**src/rtl/irq_controller_n_if.sv**
```systemverilog
// irq_controller_n_if: core/CSR and peripheral signal bundle of the interrupt controller.
`default_nettype none

interface irq_controller_n_if #(
    parameter int N_IRQ = 16
);
    logic             exception_i;
    logic [N_IRQ-1:0] mie_i;
    logic             mret_i;
    logic [N_IRQ-1:0] irq_req_i;
    logic             irq_o;
    logic [31:0]      irq_cause_o;
    logic             irq_ret_o;
    logic [N_IRQ-1:0] irq_ack_o;
    logic [N_IRQ-1:0] irq_pending_o;

    modport slave (
        input  exception_i, mie_i, mret_i, irq_req_i,
        output irq_o, irq_cause_o, irq_ret_o, irq_ack_o, irq_pending_o
    );

    modport master (
        output exception_i, mie_i, mret_i, irq_req_i,
        input  irq_o, irq_cause_o, irq_ret_o, irq_ack_o, irq_pending_o
    );
endinterface

`default_nettype wire

```
**src/rtl/irq_controller_n.sv**
```systemverilog
// irq_controller_n: N-channel fixed-priority interrupt controller (edge/level per channel).
// Revision: 1.0
`default_nettype none

module irq_controller_n #(
    parameter int               N_IRQ      = 16,
    parameter logic [N_IRQ-1:0] EDGE_MASK  = '0,
    parameter logic [31:0]      CAUSE_BASE = 32'h10
) (
    input  logic               clk_i,
    input  logic               rst_i,
    irq_controller_n_if.slave  bus
);
    localparam int         IDX_W  = (N_IRQ > 1) ? $clog2(N_IRQ) : 1;
    localparam logic [0:0] S_IDLE = 1'b0;
    localparam logic [0:0] S_BUSY = 1'b1;

    logic [0:0]       r_state;
    logic [0:0]       w_state_next;
    logic [N_IRQ-1:0] r_req_prev;
    logic [N_IRQ-1:0] r_edge_pend;
    logic [N_IRQ-1:0] w_rise;
    logic [N_IRQ-1:0] w_pending;
    logic [N_IRQ-1:0] w_eligible;
    logic [N_IRQ-1:0] w_win_onehot;
    logic [N_IRQ-1:0] w_clear;
    logic [IDX_W-1:0] w_win_idx;
    logic [30:0]      w_cause_low;
    logic             w_accept;
    logic             w_ret;
    logic             r_irq;
    logic [N_IRQ-1:0] r_ack;
    logic [31:0]      r_cause;

    assign w_rise     = bus.irq_req_i & ~r_req_prev;
    assign w_pending  = (EDGE_MASK & r_edge_pend) | (~EDGE_MASK & bus.irq_req_i);
    assign w_eligible = w_pending & bus.mie_i;

    // Lowest set index wins; two's-complement trick isolates that bit.
    always_comb begin
        w_win_idx = '0;
        for (int k = N_IRQ - 1; k >= 0; k--) begin
            if (w_eligible[k]) begin
                w_win_idx = IDX_W'(k);
            end
        end
    end

    assign w_win_onehot = w_eligible & (~w_eligible + N_IRQ'(1));
    assign w_cause_low  = 31'(CAUSE_BASE) + 31'(w_win_idx);
    assign w_clear      = w_accept ? w_win_onehot : '0;

    // History resets to all ones so lines already high at release raise nothing.
    always_ff @(posedge clk_i or negedge rst_i) begin
        if (!rst_i) begin
            r_req_prev  <= '1;
            r_edge_pend <= '0;
        end else begin
            r_req_prev  <= bus.irq_req_i;
            r_edge_pend <= EDGE_MASK & ((r_edge_pend & ~w_clear) | w_rise);
        end
    end

    always_ff @(posedge clk_i or negedge rst_i) begin
        if (!rst_i) begin
            r_state <= S_IDLE;
        end else begin
            r_state <= w_state_next;
        end
    end

    always_comb begin
        w_state_next = r_state;
        case (r_state)
            S_IDLE:  if (w_accept)   w_state_next = S_BUSY;
            S_BUSY:  if (bus.mret_i) w_state_next = S_IDLE;
            default: w_state_next = S_IDLE;
        endcase
    end

    always_comb begin
        w_accept = 1'b0;
        w_ret    = 1'b0;
        case (r_state)
            S_IDLE:  w_accept = (|w_eligible) && !bus.exception_i;
            S_BUSY:  w_ret    = bus.mret_i;
            default: ;
        endcase
    end

    // Cause holds across BUSY and idle periods until the next acceptance.
    always_ff @(posedge clk_i or negedge rst_i) begin
        if (!rst_i) begin
            r_irq   <= 1'b0;
            r_ack   <= '0;
            r_cause <= '0;
        end else begin
            r_irq <= w_accept;
            r_ack <= w_accept ? w_win_onehot : '0;
            if (w_accept) begin
                r_cause <= {1'b1, w_cause_low};
            end
        end
    end

    assign bus.irq_o         = r_irq;
    assign bus.irq_ack_o     = r_ack;
    assign bus.irq_cause_o   = r_cause;
    assign bus.irq_ret_o     = w_ret;
    assign bus.irq_pending_o = w_pending;

endmodule

`default_nettype wire

```
**src/flat_wrapper.sv**
```systemverilog
// flat-port wrapper written by rule: the top's interface ports become plain ports
module irq_controller_n_flat 
#(
    parameter int               N_IRQ      = 16,
    parameter logic [N_IRQ-1:0] EDGE_MASK  = '0,
    parameter logic [31:0]      CAUSE_BASE = 32'h10
)
  (clk_i, rst_i, bus_exception_i, bus_mie_i, bus_mret_i, bus_irq_req_i, bus_irq_o, bus_irq_cause_o, bus_irq_ret_o, bus_irq_ack_o, bus_irq_pending_o);
  irq_controller_n_if #(.N_IRQ(N_IRQ)) bus_i ();
  input  logic clk_i;
  input  logic rst_i;
  input wire logic [$bits(bus_i.exception_i)-1:0] bus_exception_i;
  input wire logic [$bits(bus_i.mie_i)-1:0] bus_mie_i;
  input wire logic [$bits(bus_i.mret_i)-1:0] bus_mret_i;
  input wire logic [$bits(bus_i.irq_req_i)-1:0] bus_irq_req_i;
  output wire logic [$bits(bus_i.irq_o)-1:0] bus_irq_o;
  output wire logic [$bits(bus_i.irq_cause_o)-1:0] bus_irq_cause_o;
  output wire logic [$bits(bus_i.irq_ret_o)-1:0] bus_irq_ret_o;
  output wire logic [$bits(bus_i.irq_ack_o)-1:0] bus_irq_ack_o;
  output wire logic [$bits(bus_i.irq_pending_o)-1:0] bus_irq_pending_o;
  assign bus_i.exception_i = bus_exception_i;
  assign bus_i.mie_i = bus_mie_i;
  assign bus_i.mret_i = bus_mret_i;
  assign bus_i.irq_req_i = bus_irq_req_i;
  assign bus_irq_o = bus_i.irq_o;
  assign bus_irq_cause_o = bus_i.irq_cause_o;
  assign bus_irq_ret_o = bus_i.irq_ret_o;
  assign bus_irq_ack_o = bus_i.irq_ack_o;
  assign bus_irq_pending_o = bus_i.irq_pending_o;
  irq_controller_n #(.N_IRQ(N_IRQ), .EDGE_MASK(EDGE_MASK), .CAUSE_BASE(CAUSE_BASE)) u_core (.clk_i(clk_i), .rst_i(rst_i), .bus(bus_i));
endmodule
```
**config.mk**
```make
export PLATFORM = sky130hd
export DESIGN_NAME = irq_controller_n_flat
export DESIGN_NICKNAME = d
export VERILOG_FILES = /design/src/rtl/irq_controller_n_if.sv /design/src/rtl/irq_controller_n.sv /design/src/flat_wrapper.sv
export SDC_FILE = /design/constraint.sdc
export NUM_CORES = 1
export LEC_CHECK = 0
export ABC_AREA = 0
export BUFFER_PORTS_ARGS = -buffer_cell sky130_fd_sc_hd__buf_4
export CAP_MARGIN = 10
export CORE_MARGIN = 1.5
export CORE_UTILIZATION = 31
export CTS_CLUSTER_SIZE = 25
export DETAILED_ROUTE_END_ITERATION = 8
export GPL_TIMING_DRIVEN = 0
export PLACE_DENSITY = 0.69
export SLEW_MARGIN = 20
export SYNTH_ARGS = -nofsm -noshare
export SYNTH_HDL_FRONTEND = slang
export SYNTH_SLANG_ARGS = --single-unit
```
**constraint.sdc**
```tcl
create_clock -name clk_i -period 1.33 [get_ports clk_i]
set_input_delay 0.133 -clock clk_i [delete_from_list [all_inputs] [get_ports clk_i]]
set_output_delay 0.133 -clock clk_i [all_outputs]
set_load 0.03 [all_outputs]
```
# == Word level (Yosys, flattened, before mapping) ==
# Cells that the tools add are included.
# totals
regBits,50
latchBits,0
ramBits,0
rom_bits,0
input_bits,36
output_inout_bits,66
wordCells,35
mem_count,0
# classes
add_sub_neg,2
n_mul,0
n_div,0
n_lt_le_gt_ge,0
n_eq_ne,0
shift,0
mux,22
bitwise,4
n_reduce_logical,3
# ops
operator,n
4-bit two-way mux,16
16-bit AND,2
16-bit by 1-bit adder with 16-bit output (second input constant),1
16-bit two-way mux,1
16-bit inverter,1
16-bit OR reduction,1
5-bit by 4-bit adder with 6-bit output (first input constant),1
1-bit two-way mux,4
1-bit case mux with 2 select lines,1
1-bit logical AND,1
1-bit zero test,1
1-bit inverter,1

# == Longest topological paths before layout ==
# Gate-level depths: netlist (run 1).
# depth
depth_word,18
ltp_mapped,6
ltp_nobuf,5

# == Worst setup path after synthesis (run 1) ==
# OpenSTA, ideal clock, no wires.
# synth_path
kind,in2reg
startpoint,input port bus_irq_req_i[1]
endpoint,register u_core.r_ack[15] (netlist: u_core.bus.irq_ack_o[15])
setup_time_ns,0.072
arrival_time_ns,1.600
t_required_ns,1.258
slack_ns,-0.342
cell_stages,6
n_path_buf,1
path_cell_list,a22o_1 > or4b_1 > or3_1 > buf_2 > nand2b_4 > nor2_1
# synth_between
elab_chain_cells,5
elab_cells_between_ends,8
cone_classes,add/sub (1); mux (2); bitwise (3); reduce/logical (2)
# synth_lines
item,line_no,rtl
from (decl),flat_wrapper.sv:15,input wire logic [$bits(bus_i.irq_req_i)-1:0] bus_irq_req_i;
16-bit AND (*),irq_controller_n.sv:37,assign w_eligible = w_pending & bus.mie_i;
16-bit inverter / 16-bit OR reduction (equally long branches),"irq_controller_n.sv:49, irq_controller_n.sv:85",
16-bit by 1-bit adder with 16-bit output / 1-bit logical AND (equally long branches),"irq_controller_n.sv:49, irq_controller_n.sv:85",
16-bit AND / 1-bit two-way mux (equally long branches),"irq_controller_n.sv:49, irq_controller_n.sv:84",
16-bit two-way mux (*),-,
to (signal assigned),irq_controller_n.sv:99,r_ack <= w_accept ? w_win_onehot : '0;
to (decl),irq_controller_n.sv:32,logic [N_IRQ-1:0] r_ack;
# Every way passes the cells marked *; elsewhere a longest branch is shown, timed or not.
# A chain may end at the register's enable or synchronous reset.

# == Worst setup path after layout (run 1) ==
# layout_path
startpoint,input port bus_irq_req_i[4]
endpoint,register u_core.r_ack[14] (netlist: u_core.bus.irq_ack_o[14])
# Same word-level chain as after synthesis.

==> out/metrics.cfg, run 1 <==
[min_path]
hp-start = bus_mret_i
hold_depth = 2
worstHoldPathType = primary input to flop
min_to = u_core.r_state

[die]
rows = 23
die_h_um = 68.9
num_io_pins = 102
core_region_area_um2 = 4090
die_area_um2 = 4740
initial_core_util_pct = 32.9
die_w_um = 68.9

[synth]
ys_types = 28
synth_edf_count = 0
synthSimpleGateAreaFrac_pct = 19.9
post_synth_fa_ha_maj_area_fraction_pct = 0
synth-seq-cells = 23
synth_top_area_share_pct = 42.8
synthMuxAreaShare_pct = 0
synth_most_common_cell = buf_4
yosys-top-cells-area = dfrtp_1, buf_4, nand2_1
synth_common_cells = buf_4, dfrtp_1, nand2_1
syn_area_um2 = 1350
postSynthAreaPerCell_um2 = 9.21
yosys.area.top_type = dfrtp_1
synthArstFlopShare_pct = 100
synth-seq-area-share_pct = 42.8
synth-xor-area-share_pct = 0
syn_inst = 146
synth_top_family_by_area = buffers and inverters
synth_top_flop_cell = dfrtp_1
ys_warn_count = 0
synth_compound_area_share_pct = 11.4

[power]
report.power.total_mw = 1.95
power.density_nw_per_um2 = 850
p_leak_nw = 1.26
vdd_drop_max_uv = 324

[clocking]
htreeDepth = 1
cts.sinks = 23
clk_pin_slew_worst_paths_ns = 0.08
root_buffer = clkbuf_8
cts_tree = done
clockBufferDepth = 2
cts_inserted_buffers = 3
clock_latency_ns = 0.26

[global_routing]
overflow = 0
grt_pass1_vias = 1134
grt_max_degree = 24
met3_usage_pct = 2.27
grtUsageTotal_pct = 13.5
grt_busiest_layer = met2
met2_usage_pct = 24.9
gr-usage-met1_pct = 15.6
antenna_found_initial = 0
grt_pass1_wl_um = 4780

[critical_path]
worstRegToRegCells = 4
worstReg2RegStart = u_core.r_state
required_ns = 1.53
critPathCaptureType = flop
rr_endpoint = u_core.bus.irq_ack_o[5]
crit_type = primary input to flop
start_kind = primary input
cp.arrival_ns = 1.70
path_max_fanout = 6
r2r_slack_ns = 0.05

[job]
cap_violations = 0

[status]
outcome = complete, but fails checks
violations = setup timing

[place]
dpl_cell_area_um2 = 2070
dp_hpwl_um = 2690
portBuffers = 75
routabilityCongestion = 0.672

[sta]
layout_setup_ws_ns = -0.175
fin_crit_sh_pct = 113
rsz0062_at_grt = true
final_hold_viol_count = 0
finalMaxSlewViolations = 0
setup_viol_count_final = 22
fin_worst_skew_ns = 0.00210
min_period_ns = 1.50
max_freq_mhz = 665

[finish]
fin_nets = 295
drive_above_1_share_pct = 55.8
areaGrowthSynthToFinish_pct = 70.8
diodes = 0
final_area_um2 = 2300

[detailed_routing]
first_iter_violations = 43
antenna_left = 0
vias = 1326
route.detailed.drc = 0
wl_per_cell_um = 11.4
via_per_inst = 4.31
routed_wl_um = 3520
drtPass1Iterations = 4

## power breakdown
group | switching, mW | internal, mW | total, mW
registers | 0.0211 | 0.736 | 0.757
clock network | 0.208 | 0.213 | 0.422
logic | 0.432 | 0.342 | 0.774
## worst max-delay path by stage
stage	from	to	depth (start not counted)
after global placement	bus_irq_req_i[1]	u_core.bus.irq_cause_o[2]	7
after CTS	bus_mie_i[3]	u_core.bus.irq_ack_o[13]	6
final	bus_irq_req_i[4]	u_core.bus.irq_ack_o[14]	6
after floorplan	bus_irq_req_i[1]	u_core.bus.irq_ack_o[15]	6
after detailed placement	bus_irq_req_i[1]	u_core.bus.irq_cause_o[2]	7
after global routing	bus_irq_req_i[4]	u_core.bus.irq_cause_o[0]	8
## placed cells by master (no fill, tap or decap), types with 2 or more instances in the layout
cell and instances:
nor2_1 5, nor3_1 5, dfrtp_1 23, clkbuf_8 3
o31ai_1 2, nand3_1 5, conb_1 26, a22oi_1 4
nand2_1 19, nand4_1 3, inv_1 3, a22o_4 3
buf_4 117, buf_6 9, nand2b_1 2, nor2_2 2
nor3b_1 4, a21oi_1 3, or3_4 2
## registers in the layout (all words and copies together), names as in the netlist
signal                  cells
u_core.bus.irq_ack_o       16
u_core.bus.irq_cause_o      5
u_core.bus.irq_o            1
u_core.r_state              1
## layer usage
| layer | up-vias | part of all wire [%] |
|---|---|---|
| li1 | 654 | - |
| met3 | 2 | 12 |
| met5 | - | 0 |
| met1 | 597 | 38 |
| met4 | 0 | 0.54 |
| met2 | 73 | 50 |
## metrics by stage
step	utilization (%)	hold slack, ns	instances	setup slack, ns	setup TNS, ns
after detailed placement	50.7	0.0495	296	-0.708	-13.14
final	56.2	0.0555	308	-0.175	-2.60
after floorplan	-	-0.163	171	-0.327	-5.72
after CTS	54.8	0.0505	305	-0.208	-1.40
after global routing	56.2	0.0532	308	-0.212	-3.37
after global placement	50.7	0.0409	296	-0.645	-12.37
## final cells by class
| cell class | count | area, um^2 |
|---|---|---|
| Tap cell | 50 | 62.6 |
| Sequential cell | 23 | 576 |
| Multi-Input combinational cell | 100 | 598 |
| Inverter | 3 | 11.3 |
| Clock buffer | 4 | 45.0 |
| Buffer | 44 | 334 |
| Timing Repair Buffer | 84 | 671 |
| Fill cell | 393 | 1790 |
## kinds of logic (layout without fill, tap and decap cells)
group	after synthesis	in the layout
flops	23	23
other cells	1	26
compound gates	21	21
buf+inv	48	135
simple gates	53	53
## critical path, cell delays in order
cell	delay, ns
buf_8	0.10
a22o_4	0.25
or4b_4	0.54
or3_4	0.38
nand2b_4	0.19
nor2_1	0.11
## timing repair
| item | 4_1_cts | 5_1_grt |
|---|---|---|
| gates cloned | 0 | 1 |
| gates resized for setup | 17 | 10 |
| hold endpoints to repair | 23 | 0 |
| pin swaps | 9 | 5 |
| buffers inserted | 5 | 2 |
| setup endpoints to repair | 23 | 21 |
| hold buffers | 1 | 0 |
No activity file was read; power rests on OpenSTA's default activity.
==> run 2, diff against run 1 <==
--- a/config.mk
+++ b/config.mk
@@ -12,8 +12,10 @@
 export CORE_UTILIZATION = 31
 export CTS_CLUSTER_SIZE = 25
 export DETAILED_ROUTE_END_ITERATION = 8
+export GPL_ROUTABILITY_DRIVEN = 0
 export GPL_TIMING_DRIVEN = 0
 export PLACE_DENSITY = 0.69
+export RECOVER_POWER = 50
 export SLEW_MARGIN = 20
 export SYNTH_ARGS = -nofsm -noshare
 export SYNTH_HDL_FRONTEND = slang
==> run 2 against run 1 <==
Effect of this change: the flow still finishes with violations (setup timing); combinational power fell by 2%; die area did not move; first-iteration DRC count is 7.0% higher; cell count unchanged; worst setup slack about the same; clock power is essentially flat; critical endpoint unchanged; critical path depth unchanged; highest routed layer unchanged.
==> out/metrics.cfg, run 2 (synthesis results as in run 1) <==
[status]
outcome = complete, but fails checks
violations = setup timing

[global_routing]
antenna_found_initial = 0  ; unchanged
grt_pass1_wl_um = 4780  ; unchanged
grtUsageTotal_pct = 13.5  ; unchanged
grt_pass1_vias = 1134  ; unchanged
grt_max_degree = 24  ; unchanged
overflow = 0  ; unchanged

[clocking]
htreeDepth = 1  ; unchanged
cts_inserted_buffers = 3  ; unchanged
root_buffer = clkbuf_8
clk_pin_slew_worst_paths_ns = 0.08  ; about the same
clockBufferDepth = 2  ; unchanged
cts_tree = done
clock_latency_ns = 0.26  ; about the same
cts.sinks = 23  ; unchanged

[die]
die_w_um = 68.9  ; unchanged
core_region_area_um2 = 4090  ; unchanged
die_area_um2 = 4740  ; unchanged
rows = 23  ; unchanged
initial_core_util_pct = 32.9  ; unchanged
die_h_um = 68.9  ; unchanged
num_io_pins = 102  ; unchanged

[critical_path]
critPathTopFamily = simple AND/OR/NAND/NOR gates
critPathSlowestCell = or4b_4
critical_path.endpoint = u_core.bus.irq_ack_o[14]
worstReg2RegStart = u_core.r_state
crit_type = primary input to flop
start_kind = primary input
crit_path_cell_trace = buf_8, a22o_4, or4b_4, or3_4, nand2b_4, nor2_1
crit_cells = 6  ; unchanged
path_max_fanout = 6  ; unchanged
critPathLaunch = bus_irq_req_i[4]
crit_buf_inv = 1  ; unchanged
cp.arrival_ns = 1.70  ; about the same
required_ns = 1.53  ; about the same
cp_slowest_stage_delay_ns = 0.54  ; about the same
rr_endpoint = u_core.bus.irq_ack_o[5]
r2r_slack_ns = 0.05  ; about the same
critPathCaptureType = flop
worstRegToRegCells = 4  ; unchanged

[place]
place_ws_ns = -0.708  ; unchanged
portBuffers = 75  ; unchanged
dp_hpwl_um = 2690  ; unchanged
dpl_cell_area_um2 = 2070  ; unchanged

[job]
cap_violations = 0  ; unchanged

[power]
switchingPower_mw = 0.661  ; about the same
vdd_drop_max_uv = 324  ; about the same
power_frac_seq_pct = 39.0  ; +0.2 points
p_clk_share_pct = 21.7  ; about the same
power.density_nw_per_um2 = 857  ; +0.81%
p_leak_nw = 1.23  ; -2.3%
p_int_mw = 1.28  ; -0.91%
comb_power_share_pct = 39.2  ; -0.4 points
switching_share_pct = 34.1  ; +0.20 points

[detailed_routing]
wl_per_cell_um = 11.4  ; +0.17%
routed_wl_um = 3530  ; +0.17%
route.detailed.drc = 0  ; unchanged
via_per_inst = 4.34  ; +0.75%
first_iter_violations = 46  ; +7.0%
vias = 1336  ; +0.75%
drtPass1Iterations = 4  ; unchanged
antenna_left = 0  ; unchanged

[finish]
fin_nets = 295  ; unchanged
final_util_pct = 55.4  ; -0.80 points
final_common_cell = buf_4
multi_input_area_um2 = 598  ; unchanged
areaGrowthSynthToFinish_pct = 68.4
most-common-layout-cells = buf_4, conb_1, dfrtp_1, nand2_1
largest_reg_flops = 16  ; unchanged
drive_above_1_share_pct = 52.7  ; -3.1 points
seqCellArea_um2 = 576  ; unchanged
diodes = 0  ; unchanged
fill_cells = 407  ; +3.6%
final_area_um2 = 2260  ; -1.4%

[sta]
final_hold_viol_count = 0  ; unchanged
tightest_slew_ns = 0.580
slew_headroom_pct = 61.4
setup_viol_count_final = 22  ; unchanged
fin_crit_sh_pct = 113  ; about the same
layout_setup_ws_ns = -0.175  ; -0.000233 ns
tns_ns = -2.60  ; -0.00527 ns
max_freq_mhz = 665  ; about the same
fin_worst_skew_ns = 0.00209  ; -0.00000735 ns
min_period_ns = 1.50  ; +0.000233 ns
finalMaxSlewViolations = 0  ; unchanged
rsz0062_at_grt = true

[min_path]
worstHoldPathType = primary input to flop

run 2: changes by cell type in the layout (fill, tap and decap cells not counted):
| cell | before | now |
|---|---|---|
| buf_4 | 117 | 108 |
| clkbuf_1 | 1 | 9 |
| clkbuf_2 | 0 | 1 |
run 2: worst min path at each step:
| stage | startpoint | to | slack [ns] | cells after the start |
|---|---|---|---|---|
| global route | bus_mret_i | u_core.r_state | 0.05 | 2 |
| CTS | bus_mret_i | u_core.r_state | 0.05 | 2 |
| floorplan | rst_i | u_core.bus.irq_ack_o[0] | -0.16 | 0 |
| detailed placement | rst_i | u_core.bus.irq_ack_o[7] | 0.05 | 1 |
| global placement | rst_i | u_core.bus.irq_ack_o[4] | 0.04 | 1 |
| finish | bus_mret_i | u_core.r_state | 0.06 | 2 |
run 2: final cells by class:
type | instances | area share (%)
sequential | 23 | 25.4
tap | 50 | 2.76
multi-input combinational | 100 | 26.4
clock buffer | 4 | 1.99
timing repair buffer | 84 | 28.2
inverter | 3 | 0.497
buffer | 44 | 14.8
run 2: worst reg2reg max path: stages, from the launching register on:
cell and delay [ns]:
dfrtp_1 0.42, nor2_2 0.14, o21ai_4 0.11, or3_4 0.36, nor3b_1 0.17
run 2: through the flow:
stage / total power [mW] / instances / hold WS [ns]
2_1_floorplan: 1.21 / 171 / -0.163
3_3_place_gp: 1.45 / 296 / 0.0409
3_5_place_dp: 1.46 / 296 / 0.0495
4_1_cts: 1.95 / 305 / 0.0505
5_1_grt: 2.03 / 308 / 0.0532
6_report: 1.94 / 308 / 0.0555
run 2: what timing repair did:
| action | in CTS | in global routing |
|---|---|---|
| setup buffers | 5 | 2 |
| pin swaps | 9 | 5 |
| resized for setup | 17 | 10 |
| endpoints found under the setup margin | 23 | 21 |
| hold buffers | 1 | 0 |
| cloned | 0 | 1 |
| hold endpoints to repair | 23 | 0 |
run 2: routing by layer:
layer,track usage (%),routed length (um)
met5,0,0
met2,24.9,1750
met4,5.15,19
met3,2.27,420
met1,15.6,1340
run 2: power by group through the flow:
stage	Sequential, mW	Combinational, mW	Clock [mW]
6_report	0.757	0.762	0.422
5_1_grt	0.762	0.809	0.463
4_1_cts	0.757	0.750	0.444
3_5_place_dp	0.769	0.692	0
3_3_place_gp	0.768	0.686	0
2_1_floorplan	0.836	0.376	0
==> run 3, diff against run 2 <==
==> constraint.sdc (replaced) <==
create_clock -name clk_i -period 1.6 [get_ports clk_i]
set_input_delay 0.16 -clock clk_i [delete_from_list [all_inputs] [get_ports clk_i]]
set_output_delay 0.16 -clock clk_i [all_outputs]
set_load 0.03 [all_outputs]
==> run 3 against run 2 <==
Effect of this change: the flow now finishes without violations; total power down 19%; register-to-register slack gained 0.13 ns; flip-flop and latch count is the same; first-iteration DRC count fell by 13%; critical path depth did not move; largest cell class unchanged; highest routed layer unchanged; count of clock-buffer cells in the layout unchanged.
==> out/metrics.cfg, run 3 (synthesis results as in run 1) <==
[finish]
drive_above_1_share_pct = 47.2  ; -5.5 points
fill_cells = 415  ; +2.0%
most-common-layout-cells = buf_4, conb_1, dfrtp_1, nand2_1, clkbuf_1
fin_nets = 291  ; -1.4%
diodes = 0  ; unchanged
areaGrowthSynthToFinish_pct = 60.6
largest_reg_flops = 16  ; unchanged
final_area_um2 = 2160  ; -4.6%
final_common_cell = buf_4

[global_routing]
gr-usage-met1_pct = 15.3  ; -0.23 points
met2_usage_pct = 24.2  ; -0.72 points
antenna_found_initial = 0  ; unchanged
grtUsageTotal_pct = 13.2  ; -0.32 points
grt_pass1_wl_um = 4680  ; -2.2%
grt_busiest_layer = met2
met3_usage_pct = 2.11  ; -0.16 points
overflow = 0  ; unchanged
grt_max_degree = 24  ; unchanged
grt_pass1_vias = 1119  ; -1.3%

[critical_path]
start_kind = primary input
crit_type = primary input to flop
critPathCaptureType = flop
cp.arrival_ns = 1.80  ; +0.10 ns
required_ns = 1.80  ; +0.27 ns
path_max_fanout = 6  ; unchanged

[clocking]
cts_inserted_buffers = 3  ; unchanged
root_buffer = clkbuf_8
clockBufferDepth = 2  ; unchanged
clock_latency_ns = 0.26  ; about the same
clk_pin_slew_worst_paths_ns = 0.08  ; about the same
cts_tree = done
htreeDepth = 1  ; unchanged
cts.sinks = 23  ; unchanged

[sta]
tns_ns = 0  ; +2.60 ns
setup_viol_count_final = 0  ; -100%
max_freq_mhz = 625
whs_ns = 0.0853  ; +0.0298 ns
rsz0062_at_grt = true
slew_headroom_pct = 61.6  ; +0.23 points
fin_crit_sh_pct = 99.9
finalMaxSlewViolations = 0  ; unchanged
fin_worst_skew_ns = 0.000580  ; -0.00151 ns
tightest_slew_ns = 0.576  ; -0.00352 ns
final_hold_viol_count = 0  ; unchanged
min_period_ns = 1.60

[power]
vdd_drop_max_uv = 280  ; -14%
p_leak_nw = 1.17  ; -5.4%
power.density_nw_per_um2 = 727  ; -15%
report.power.total_mw = 1.57  ; -19%

[status]
outcome = finished, final reports clean

[job]
cap_violations = 0  ; unchanged

[die]
die_h_um = 68.9  ; unchanged
initial_core_util_pct = 32.9  ; unchanged
num_io_pins = 102  ; unchanged
core_region_area_um2 = 4090  ; unchanged
die_w_um = 68.9  ; unchanged
die_area_um2 = 4740  ; unchanged
rows = 23  ; unchanged

[detailed_routing]
antenna_left = 0  ; unchanged
drtPass1Iterations = 4  ; unchanged
route.detailed.drc = 0  ; unchanged
routed_wl_um = 3300  ; -6.4%
first_iter_violations = 40  ; -13%
wl_per_cell_um = 10.9  ; -5.1%
via_per_inst = 4.25  ; -2.1%
vias = 1291  ; -3.4%

[place]
dpl_cell_area_um2 = 2070  ; unchanged
dp_hpwl_um = 2660  ; -1.2%
portBuffers = 75  ; unchanged

[min_path]
worstHoldPathType = primary input to flop

==> run 3: cell types whose count changed in the layout (fill, tap and decap cells not counted) <==
cell      change
clkbuf_1      +9
buf_4         -7
buf_6         -7
clkbuf_4      +1
nand2_1       +1
nand2_2       -1
o41ai_1       +1
o41ai_2       -1
or3_1         +1
or3_4         -1
==> run 3: repair_timing <==
| item | 4_1_cts | 5_1_grt |
|---|---|---|
| gates cloned | 0 | 0 |
| resized for setup | 3 | 14 |
| endpoints found under the setup margin | 18 | 15 |
| pin swaps | 0 | 8 |
| hold buffers | 1 | 0 |
| buffers inserted | 0 | 4 |
| endpoints found under the hold margin | 23 | 0 |
==> run 3: area by class of cell <==
cell class | instances | area (um^2) | area share [%]
Timing Repair Buffer | 80 | 552 | 25.6
Tap cell | 50 | 62.6 | 2.90
Multi-Input combinational cell | 100 | 583 | 27.0
Buffer | 44 | 330 | 15.3
Sequential cell | 23 | 576 | 26.7
Inverter | 3 | 11.3 | 0.521
Clock buffer | 4 | 45.0 | 2.09
==> run 3: metal layers <==
layer / share of wire, % / vias to the layer above
li1: - / 650
met1: 39 / 563
met2: 47 / 73
met3: 12 / 5
met4: 1.0 / 0
met5: 0 / -
==> run 3: metrics by stage <==
step           util, %  worst slack [ns]  cells
2_1_floorplan        -           -0.0839    171
3_3_place_gp      50.7            -0.407    296
3_5_place_dp      50.7            -0.408    296
4_1_cts           52.3           0.00110    300
5_1_grt           52.8           -0.0328    304
6_report          52.8           0.00105    304
==> run 3: final timing paths <==
path                       slack [ns]                   endpoint  depth (start not counted)                      start
hold reg to reg                  0.49  u_core.bus.irq_cause_o[0]                          2  u_core.bus.irq_cause_o[0]
setup / recovery                0.001   u_core.bus.irq_ack_o[15]                          6               bus_mie_i[4]
max in group asynchronous        0.81   u_core.bus.irq_ack_o[10]                          2                      rst_i
min in group asynchronous        0.41    u_core.bus.irq_ack_o[7]                          2                      rst_i
setup reg to reg                 0.18    u_core.bus.irq_ack_o[5]                          4             u_core.r_state
hold / removal                   0.09             u_core.r_state                          2                 bus_mret_i
==> run 3: power by group <==
group | leakage [nW] | switching (mW) | internal (mW)
combinational | 0.835 | 0.345 | 0.239
clock | 0.0228 | 0.179 | 0.178
sequential | 0.308 | 0.0164 | 0.612
total | 1.17 | 0.540 | 1.03
==> run 3: critical path, stage by stage <==
cell and delay (ns):
buf_8 0.10, a22o_4 0.25, or4b_4 0.56, or3_4 0.44, nand2b_4 0.19, nor2_2 0.09
